--- src/rtl/fighter_controller.sv ---
// Per-player movement, jump, three-phase attack and hitstun controller.
// All state advances once per SCEN frame tick; outputs feed the hit resolver.
module fighter_controller #(
    parameter int POS_WIDTH        = 10,
    parameter int X_MIN            = 16,
    parameter int X_MAX            = 624,
    parameter int GROUND_Y         = 400,
    parameter int START_X          = 160,
    parameter bit START_FACE_RIGHT = 1'b1,
    parameter int WALK_SPEED       = 2,
    parameter int JUMP_VY          = -10,
    parameter int GRAVITY          = 1,
    parameter int VY_MAX           = 15,
    parameter int ATK_STARTUP      = 3,
    parameter int ATK_ACTIVE       = 4,
    parameter int ATK_RECOVERY     = 6
) (
    input  logic                 clk,
    input  logic                 reset,
    input  logic                 SCEN,
    input  logic                 btn_left,
    input  logic                 btn_right,
    input  logic                 btn_jump,
    input  logic                 btn_attack,
    input  logic                 hit_event,
    input  logic                 hitstun_active,
    input  logic signed [7:0]    kb_dx,
    input  logic signed [7:0]    kb_dy,
    output logic [POS_WIDTH-1:0] pos_x,
    output logic [POS_WIDTH-1:0] pos_y,
    output logic                 face_right,
    output logic                 attack_active,
    output logic [2:0]           state,
    output logic                 on_ground
);
    localparam int XW = POS_WIDTH + 2;
    localparam logic signed [XW-1:0] XMIN_S = XW'(X_MIN);
    localparam logic signed [XW-1:0] XMAX_S = XW'(X_MAX);
    localparam logic signed [XW-1:0] YG     = XW'(GROUND_Y);

    typedef enum logic [2:0] {
        ST_IDLE        = 3'd0,
        ST_WALK        = 3'd1,
        ST_JUMP        = 3'd2,
        ST_ATK_STARTUP = 3'd3,
        ST_ATK_ACTIVE  = 3'd4,
        ST_ATK_RECOVER = 3'd5,
        ST_HITSTUN     = 3'd6
    } state_t;

    state_t                 st, st_n;
    logic signed [XW-1:0]   x, y, x_sum, x_c, y_sum, y_v, y_n;
    logic signed [7:0]      vx, vy, vx_n, vy_v, vy_n, move, dx;
    logic signed [8:0]      vy_sum;
    logic [7:0]             cnt, cnt_n;
    logic                   atk_prev, atk_edge, face_n;

    always_comb begin
        move = '0;
        if (btn_left && !btn_right)
            move = 8'(-WALK_SPEED);
        else if (btn_right && !btn_left)
            move = 8'(WALK_SPEED);
    end

    assign atk_edge = btn_attack && !atk_prev;

    // Horizontal displacement: knockback in stun, none while attacking or on the attack-start tick.
    always_comb begin
        dx = '0;
        if (!hit_event) begin
            if (st == ST_HITSTUN)
                dx = vx;
            else if (st == ST_JUMP)
                dx = move;
            else if ((st == ST_IDLE || st == ST_WALK) && (btn_jump || !atk_edge))
                dx = move;
        end
    end

    always_comb begin
        x_sum = x + XW'(dx);
        if (x_sum < XMIN_S)
            x_c = XMIN_S;
        else if (x_sum > XMAX_S)
            x_c = XMAX_S;
        else
            x_c = x_sum;
    end

    // Gravity runs whenever above the floor or still carrying vertical speed.
    always_comb begin
        y_v    = y;
        vy_v   = vy;
        y_sum  = y;
        vy_sum = 9'(vy);
        if (y < YG || vy != 8'sd0) begin
            y_sum  = y + XW'(vy);
            vy_sum = 9'(vy) + 9'(GRAVITY);
            vy_v   = (vy_sum > 9'(VY_MAX)) ? 8'(VY_MAX) : vy_sum[7:0];
            if (y_sum >= YG) begin
                y_v  = YG;
                vy_v = '0;
            end else begin
                y_v = y_sum;
            end
        end
    end

    always_comb begin
        st_n   = st;
        y_n    = y_v;
        vx_n   = vx;
        vy_n   = vy_v;
        cnt_n  = cnt;
        face_n = face_right;
        if (hit_event) begin
            st_n  = ST_HITSTUN;
            y_n   = y;
            vx_n  = kb_dx;
            vy_n  = kb_dy;
            cnt_n = '0;
        end else begin
            if ((st == ST_IDLE || st == ST_WALK || st == ST_JUMP) && move != 8'sd0)
                face_n = btn_right;
            case (st)
                ST_IDLE, ST_WALK: begin
                    if (btn_jump) begin
                        st_n = ST_JUMP;
                        vy_n = 8'(JUMP_VY);
                    end else if (atk_edge) begin
                        st_n  = ST_ATK_STARTUP;
                        cnt_n = '0;
                    end else begin
                        st_n = (move != 8'sd0) ? ST_WALK : ST_IDLE;
                    end
                end
                ST_JUMP: begin
                    if (y_v == YG)
                        st_n = ST_IDLE;
                end
                ST_ATK_STARTUP: begin
                    if (cnt == 8'(ATK_STARTUP - 1)) begin
                        st_n  = ST_ATK_ACTIVE;
                        cnt_n = '0;
                    end else begin
                        cnt_n = cnt + 8'd1;
                    end
                end
                ST_ATK_ACTIVE: begin
                    if (cnt == 8'(ATK_ACTIVE - 1)) begin
                        st_n  = ST_ATK_RECOVER;
                        cnt_n = '0;
                    end else begin
                        cnt_n = cnt + 8'd1;
                    end
                end
                ST_ATK_RECOVER: begin
                    if (cnt == 8'(ATK_RECOVERY - 1)) begin
                        st_n  = ST_IDLE;
                        cnt_n = '0;
                    end else begin
                        cnt_n = cnt + 8'd1;
                    end
                end
                ST_HITSTUN: begin
                    if (!hitstun_active) begin
                        vx_n = '0;
                        st_n = (y_v == YG) ? ST_IDLE : ST_JUMP;
                    end
                end
                default: st_n = ST_IDLE;
            endcase
        end
    end

    always_ff @(posedge clk) begin
        if (reset) begin
            st            <= ST_IDLE;
            x             <= XW'(START_X);
            y             <= YG;
            vx            <= '0;
            vy            <= '0;
            cnt           <= '0;
            atk_prev      <= 1'b0;
            face_right    <= START_FACE_RIGHT;
            attack_active <= 1'b0;
            pos_x         <= POS_WIDTH'(START_X);
            pos_y         <= POS_WIDTH'(GROUND_Y);
            on_ground     <= 1'b1;
        end else if (SCEN) begin
            st            <= st_n;
            x             <= x_c;
            y             <= y_n;
            vx            <= vx_n;
            vy            <= vy_n;
            cnt           <= cnt_n;
            atk_prev      <= btn_attack;
            face_right    <= face_n;
            attack_active <= (st_n == ST_ATK_ACTIVE);
            pos_x         <= x_c[POS_WIDTH-1:0];
            pos_y         <= y_n[POS_WIDTH-1:0];
            on_ground     <= (y_n == YG);
        end
    end

    assign state = st;

endmodule

--- config.mk ---
export PLATFORM = sky130hd
export DESIGN_NAME = fighter_controller
export DESIGN_NICKNAME = d
export VERILOG_FILES = /design/src/rtl/fighter_controller.sv
export SDC_FILE = /design/constraint.sdc
export NUM_CORES = 1
export LEC_CHECK = 0
export CAP_MARGIN = 5
export CORE_MARGIN = 4
export CORE_UTILIZATION = 33
export CTS_CLUSTER_SIZE = 14
export DETAILED_ROUTE_END_ITERATION = 12
export SLEW_MARGIN = 0
export SYNTH_ARGS = -nofsm -noshare
export SYNTH_HDL_FRONTEND = slang
export SYNTH_SLANG_ARGS = --single-unit
--- constraint.sdc ---
create_clock -name clk -period 5.6 [get_ports clk]
set_clock_uncertainty 0.2 [all_clocks]
set_input_delay 1.12 -clock clk [delete_from_list [all_inputs] [get_ports clk]]
set_output_delay 1.12 -clock clk [all_outputs]
set_load 0.01 [all_outputs]
==> results of run 1 <==
## sequential cells by signal, summed over array words and instances, names as in the netlist
register / cells
vx: 8
cnt: 8
atk_prev: 1
pos_x: 9
y: 3
state: 3
face_right: 1
attack_active: 1
on_ground: 1
pos_y: 9
vy: 8
x: 3
## through the flow
step | setup WS (ns) | power, µW
finish | 0.634 | 1110
global route | 0.311 | 1180
CTS | 0.655 | 1120
detailed placement | 0.370 | 799
global placement | 0.540 | 795
floorplan | 1.30 | 698
## metal layers
| metal | wire length, µm | track usage, % | vias up |
|---|---|---|---|
| li1 | - | - | 1993 |
| met1 | 5680 | 22.9 | 1902 |
| met2 | 5330 | 26.0 | 88 |
| met3 | 512 | 2.62 | 8 |
| met4 | 97 | 3.54 | 0 |
| met5 | 0 | 0 | - |
## logic make-up (layout without fill, tap and decap cells)
logic type,Yosys count,after routing,share of synthesized area [%]
AOI/OAI and AO/OA,172,172,28.3
xor gates and xnor gates,24,24,5.01
adders and majority gates,31,31,9.60
buffers and inverters,54,81,6.68
DFF,55,55,26.2
muxes,4,4,0.984
and+or+nand+nor,188,188,23.2
## report_power, final
group          switching, µW  internal (µW)  total (µW)
Clock                    144            175         319
Sequential              30.6            411         441
Combinational            202            151         353
## cell usage in the layout, fill, tap and decap left out, drive strengths merged, types with 6 or more instances in the layout
| cell type | n |
|---|---|
| o21a | 14 |
| clkbuf | 6 |
| and3 | 10 |
| ha | 29 |
| nand3 | 15 |
| inv | 15 |
| xnor2 | 11 |
| nand2 | 41 |
| buf | 8 |
| o21ai | 30 |
| a22oi | 14 |
| clkdlybuf4s50 | 50 |
| xor2 | 13 |
| a21oi | 45 |
| or3 | 7 |
| a31oi | 7 |
| nor2b | 9 |
| nor3 | 14 |
| dfxtp | 55 |
| a21o | 7 |
| nor2 | 52 |
| nand2b | 6 |
## final timing paths
kind | start | endpoint | slack [ns] | cells after the start
setup / recovery | btn_attack | pos_x[2] | 0.63 | 15
hold / removal | x[10] | x[10] | 0.28 | 1
setup reg to reg | state[1] | pos_x[2] | 1.33 | 13
hold reg to reg | x[10] | x[10] | 0.28 | 1
## cell type report
cell class	count	area [µm²]
Fill cell	1304	7320
Multi-Input combinational cell	419	2820
Sequential cell	55	1100
Timing Repair Buffer	58	561
Tap cell	168	210
Clock buffer	6	139
Inverter	16	60.1
Clock inverter	1	5.00
==> flow_summary.yaml, run 1 <==
clock_tree:
  clk_pin_slew_ns: 0.07
  ctsHtreeMaxLevel: 2
  cts.sinks: 55
  root_buffer: "clkbuf_16"
  insertion_delay_ns: 0.30
  cts_hold_buffers: 0
  clockBufferDepth: 2
  post_cts_resized: 0
  cts_tree: "yes"
  cts_buffers: 5
  post_cts_buffers: 0
floorplan:
  row_count: 40
  coreArea_um2: 12200
  fp.dieH_um: 121
  io_pins: 51
  die_area_um2: 14600
  die_w_um: 121
  start_util_pct: 34.4
routing:
  drtIter0Drc: 222
  firstDrtPassIters: 4
  viasPerCell: 5.52
  wl_per_cell_um: 16.1
  drc: 0
  ant_nets: 0
  vias: 3991
  wl_mm: 11.6
critical_path:
  crit_required_ns: 5.63
  cpPeakStageDelay_ns: 0.42
  cp_cell_sequence: "clkdlybuf4s50_1 -> nor2b_1 -> a21boi_0 -> o21ai_0 -> a21oi_1 -> o21a_1 -> ha_1 -> o21a_1 -> a211o_1 -> a2111oi_2 -> a311oi_1 -> a311oi_2 -> o2111ai_2 -> nor4_4 -> a22o_1"
  crit_buf_inv: 1
  cp_common_cell: "o21a_1"
  cp_top_family: "compound AO/OA/AOI/OAI gates"
  crit_fanout: 5
  crit_slowest_cell: "clkdlybuf4s50_1"
  endpoint_kind: "register"
  crit_type: "input pin to register"
  worstPathArrival_ns: 5.00
  start_kind: "input pin"
synth:
  ys.flop_type: "dfxtp_1"
  seq_area_frac_synth_pct: 26.2
  synth.area.top_cells: "dfxtp_1 (26%), ha_1 (8.6%), a21oi_1 (5.4%)"
  netlist.area_leader.share_pct: 26.2
  ys_ff_latch: 55
  synth.distinct_cells: 77
  synth_edf_count: 0
  yosysMostFrequentCell: "dfxtp_1"
  synth_common_cells: "dfxtp_1 (55), nor2_1 (52), a21oi_1 (45)"
  yosys_warnings: 0
  synth_top_area_cell: "dfxtp_1"
  netlist_area_um2: 4200
  async_reset_ff_share_pct: 0
  synth.avg_cell_area_um2: 7.95
  syn_nets: 584
  postSynthCellCount: 528
pwr:
  leakage_uw: 0.00191
  vdd_drop_max_uv: 115
  p_per_area_nw_per_um2: 228
layout:
  layout.nets: 611
  final_area_um2: 4890
  antennaDiodeCount: 0
  stdcell_count: 723
  area_growth_pct: 16.5
  layout-drive-gt1-share_pct: 5.23
  final_util_pct: 40.1
timing:
  drv_slew: 0
  setup_viol_count_final: 0
  rsz0062_at_grt: "no"
  period_minus_slack_ns: 4.97
  worst_pin_slew_ns: 0.880
  slew_headroom_pct: 41.1
  fin_tns_setup_ns: 0
  fmax_mhz: 201
  fin_crit_sh_pct: 88.7
  hold_violations: 0
  hold_ws_ns: 0.280
run:
  drv_cap: 0
grt:
  grt_usage_pct: 16.2
  grt_max_degree: 30
  grt_pass1_vias: 3892
  gr-total-overflow: 0
  grt_pass1_wl_mm: 19.5
  antenna_found_initial: 0
placed_design:
  post-place-cells: 716
  place_area_um2: 4750
  dp_hpwl_mm: 8.84
  gp_congestion: 0.876
  numPortBuffers: 50
status:
  status: "completed"
worst_hold_path:
  hp-class: "register to register"
(Power assumes the default switching activity.)
==> run 2, diff against run 1 <==
CORE_MARGIN = unset   (was 4)
PLACE_DENSITY = 0.52   (was unset)
==> run 2 against run 1 <==
Net effect:
- cell count is 0.28% lower
- power up 1.0%
- via count is 1.5% lower
- first-iteration DRC count increased by 5.9%
- non-clock buffer count is 3 lower
- clock-buffer cell count up 2
- design area decreased by 0.20%
- routed wire length is 0.60% lower
- register-to-register slack improved by 0.08 ns
- largest power group unchanged
- largest cell class unchanged
- setup slack gained 0.087 ns
==> flow_summary.yaml, run 2 (same netlist as run 1, synthesis figures left out) <==
layout:
  antennaDiodeCount: 0
  reg_top3: "pos_x x9, pos_y x9"
  layout.nets: 608
  final_cell_mix: "dfxtp_1 (55), nor2_1 (52), clkdlybuf4s50_1 (50)"
  layout-drive-gt1-share_pct: 4.70
  fillers: 1331
  register_area_um2: 1100
  layout_commonest_cell: "dfxtp_1"
  area_growth_pct: 16.3
  multi_input_area_um2: 2820
critical_path:
  endpoint_kind: "register"
  worstPathArrival_ns: 4.92
  crit_fanout: 5
  start_kind: "input pin"
  crit_required_ns: 5.64
  crit_type: "input pin to register"
pwr:
  pwr-share-seq_pct: 39.3
  swShare_pct: 33.3
  intPower_uw: 751
  p_per_area_nw_per_um2: 230
  leakage_uw: 0.00190
  p_comb_share_pct: 31.1
  power_switching_uw: 374
  p_clk_share_pct: 29.6
  vdd_drop_max_uv: 116
status:
  status: "completed"
floorplan:
  start_util_pct: 34.4
  die_w_um: 115
  io_pins: 51
  row_count: 40
  fp.dieH_um: 115
  coreArea_um2: 12200
  die_area_um2: 13200
routing:
  firstDrtPassIters: 5
  viasPerCell: 5.45
  ant_nets: 0
  vias: 3933
  wl_mm: 11.5
  wl_per_cell_um: 16.0
  drtIter0Drc: 235
  drc: 0
timing:
  worst_pin_slew_ns: 0.876
  slew_headroom_pct: 41.4
  period_minus_slack_ns: 4.88
  finalWorstSetupSlack_ns: 0.721
  hold_violations: 0
  hold_ws_ns: 0.283
  rsz0062_at_grt: "no"
  fin_tns_setup_ns: 0
  setup_viol_count_final: 0
  fin_crit_sh_pct: 87.1
  drv_slew: 0
  fmax_mhz: 205
clock_tree:
  clockBufferDepth: 2
  insertion_delay_ns: 0.30
  cts_tree: "yes"
  post_cts_resized: 0
  cts_hold_buffers: 0
  post_cts_buffers: 0
  clk_pin_slew_ns: 0.07
  cts_buffers: 5
  root_buffer: "clkbuf_16"
  ctsHtreeMaxLevel: 2
  cts.sinks: 55
placed_design:
  dp_slack_ns: 0.427
  gp_congestion: 0.836
  dp_hpwl_mm: 8.70
  numPortBuffers: 50
grt:
  antenna_found_initial: 0
  grt_max_degree: 43
  grt_pass1_wl_mm: 18.9
  grt_usage_pct: 18.3
  grt_pass1_vias: 3743
  gr-total-overflow: 0
run:
  drv_cap: 0
worst_hold_path:
  hp-class: "register to register"
-- run 2: changes by cell type in the layout (fill, tap and decap cells not counted), sizes merged --
cell and change:
buf -3, clkbuf +2, clkinv -1
-- run 2: per-stage QoR --
stage	power, µW	util, %	cells	cell area [µm²]
finish	1130	40.0	721	4880
global route	1190	40.0	721	4880
CTS	1140	40.0	721	4880
detailed placement	799	38.7	713	4720
global placement	795	38.7	713	4720
floorplan	698	-	528	4200
-- run 2: power groups by stage --
stage / clock (µW) / sequential [µW] / combinational (µW)
2_1_floorplan: 0 / 438 / 260
3_3_place_gp: 0 / 451 / 344
3_5_place_dp: 0 / 451 / 348
4_1_cts: 346 / 442 / 350
5_1_grt: 357 / 445 / 389
6_report: 333 / 442 / 350
-- run 2: path summary, 6_finish.rpt --
path | slack, ns | startpoint | endpoint | depth (start not counted)
setup / recovery | 0.72 | btn_attack | pos_x[2] | 15
hold / removal | 0.28 | x[10] | x[10] | 1
setup reg to reg | 1.41 | state[1] | pos_x[2] | 13
hold reg to reg | 0.28 | x[10] | x[10] | 1
-- run 2: final cells by class --
cell class / instances / area share, %
Clock buffer: 8 / 3.20
Inverter: 16 / 1.23
Multi-Input combinational cell: 419 / 57.7
Sequential cell: 55 / 22.6
Tap cell: 168 / 4.31
Timing Repair Buffer: 55 / 11.0
-- run 2: metal layers --
metal  vias up  wire length [µm]  GRT usage [%]
met5         -                 0              0
met2        90              5090           29.1
li1       1987                 -              -
met4         0               126           4.42
met1      1844              5800           25.8
met3        12               533           2.85
-- run 2: critical path: stages --
cell	delay, ns
clkdlybuf4s50_1	0.42
nor2b_1	0.17
a21boi_0	0.25
o21ai_0	0.11
a21oi_1	0.35
o21a_1	0.18
ha_1	0.27
o21a_1	0.23
a211o_1	0.33
a2111oi_2	0.31
a311oi_1	0.13
a311oi_2	0.31
o2111ai_2	0.21
nor4_4	0.34
a22o_1	0.18
==> run 3, diff against run 2 <==
SLEW_MARGIN = unset   (was 0)
==> results of run 3 <==
Final layout, timing and power as in run 2 (identical DEF).
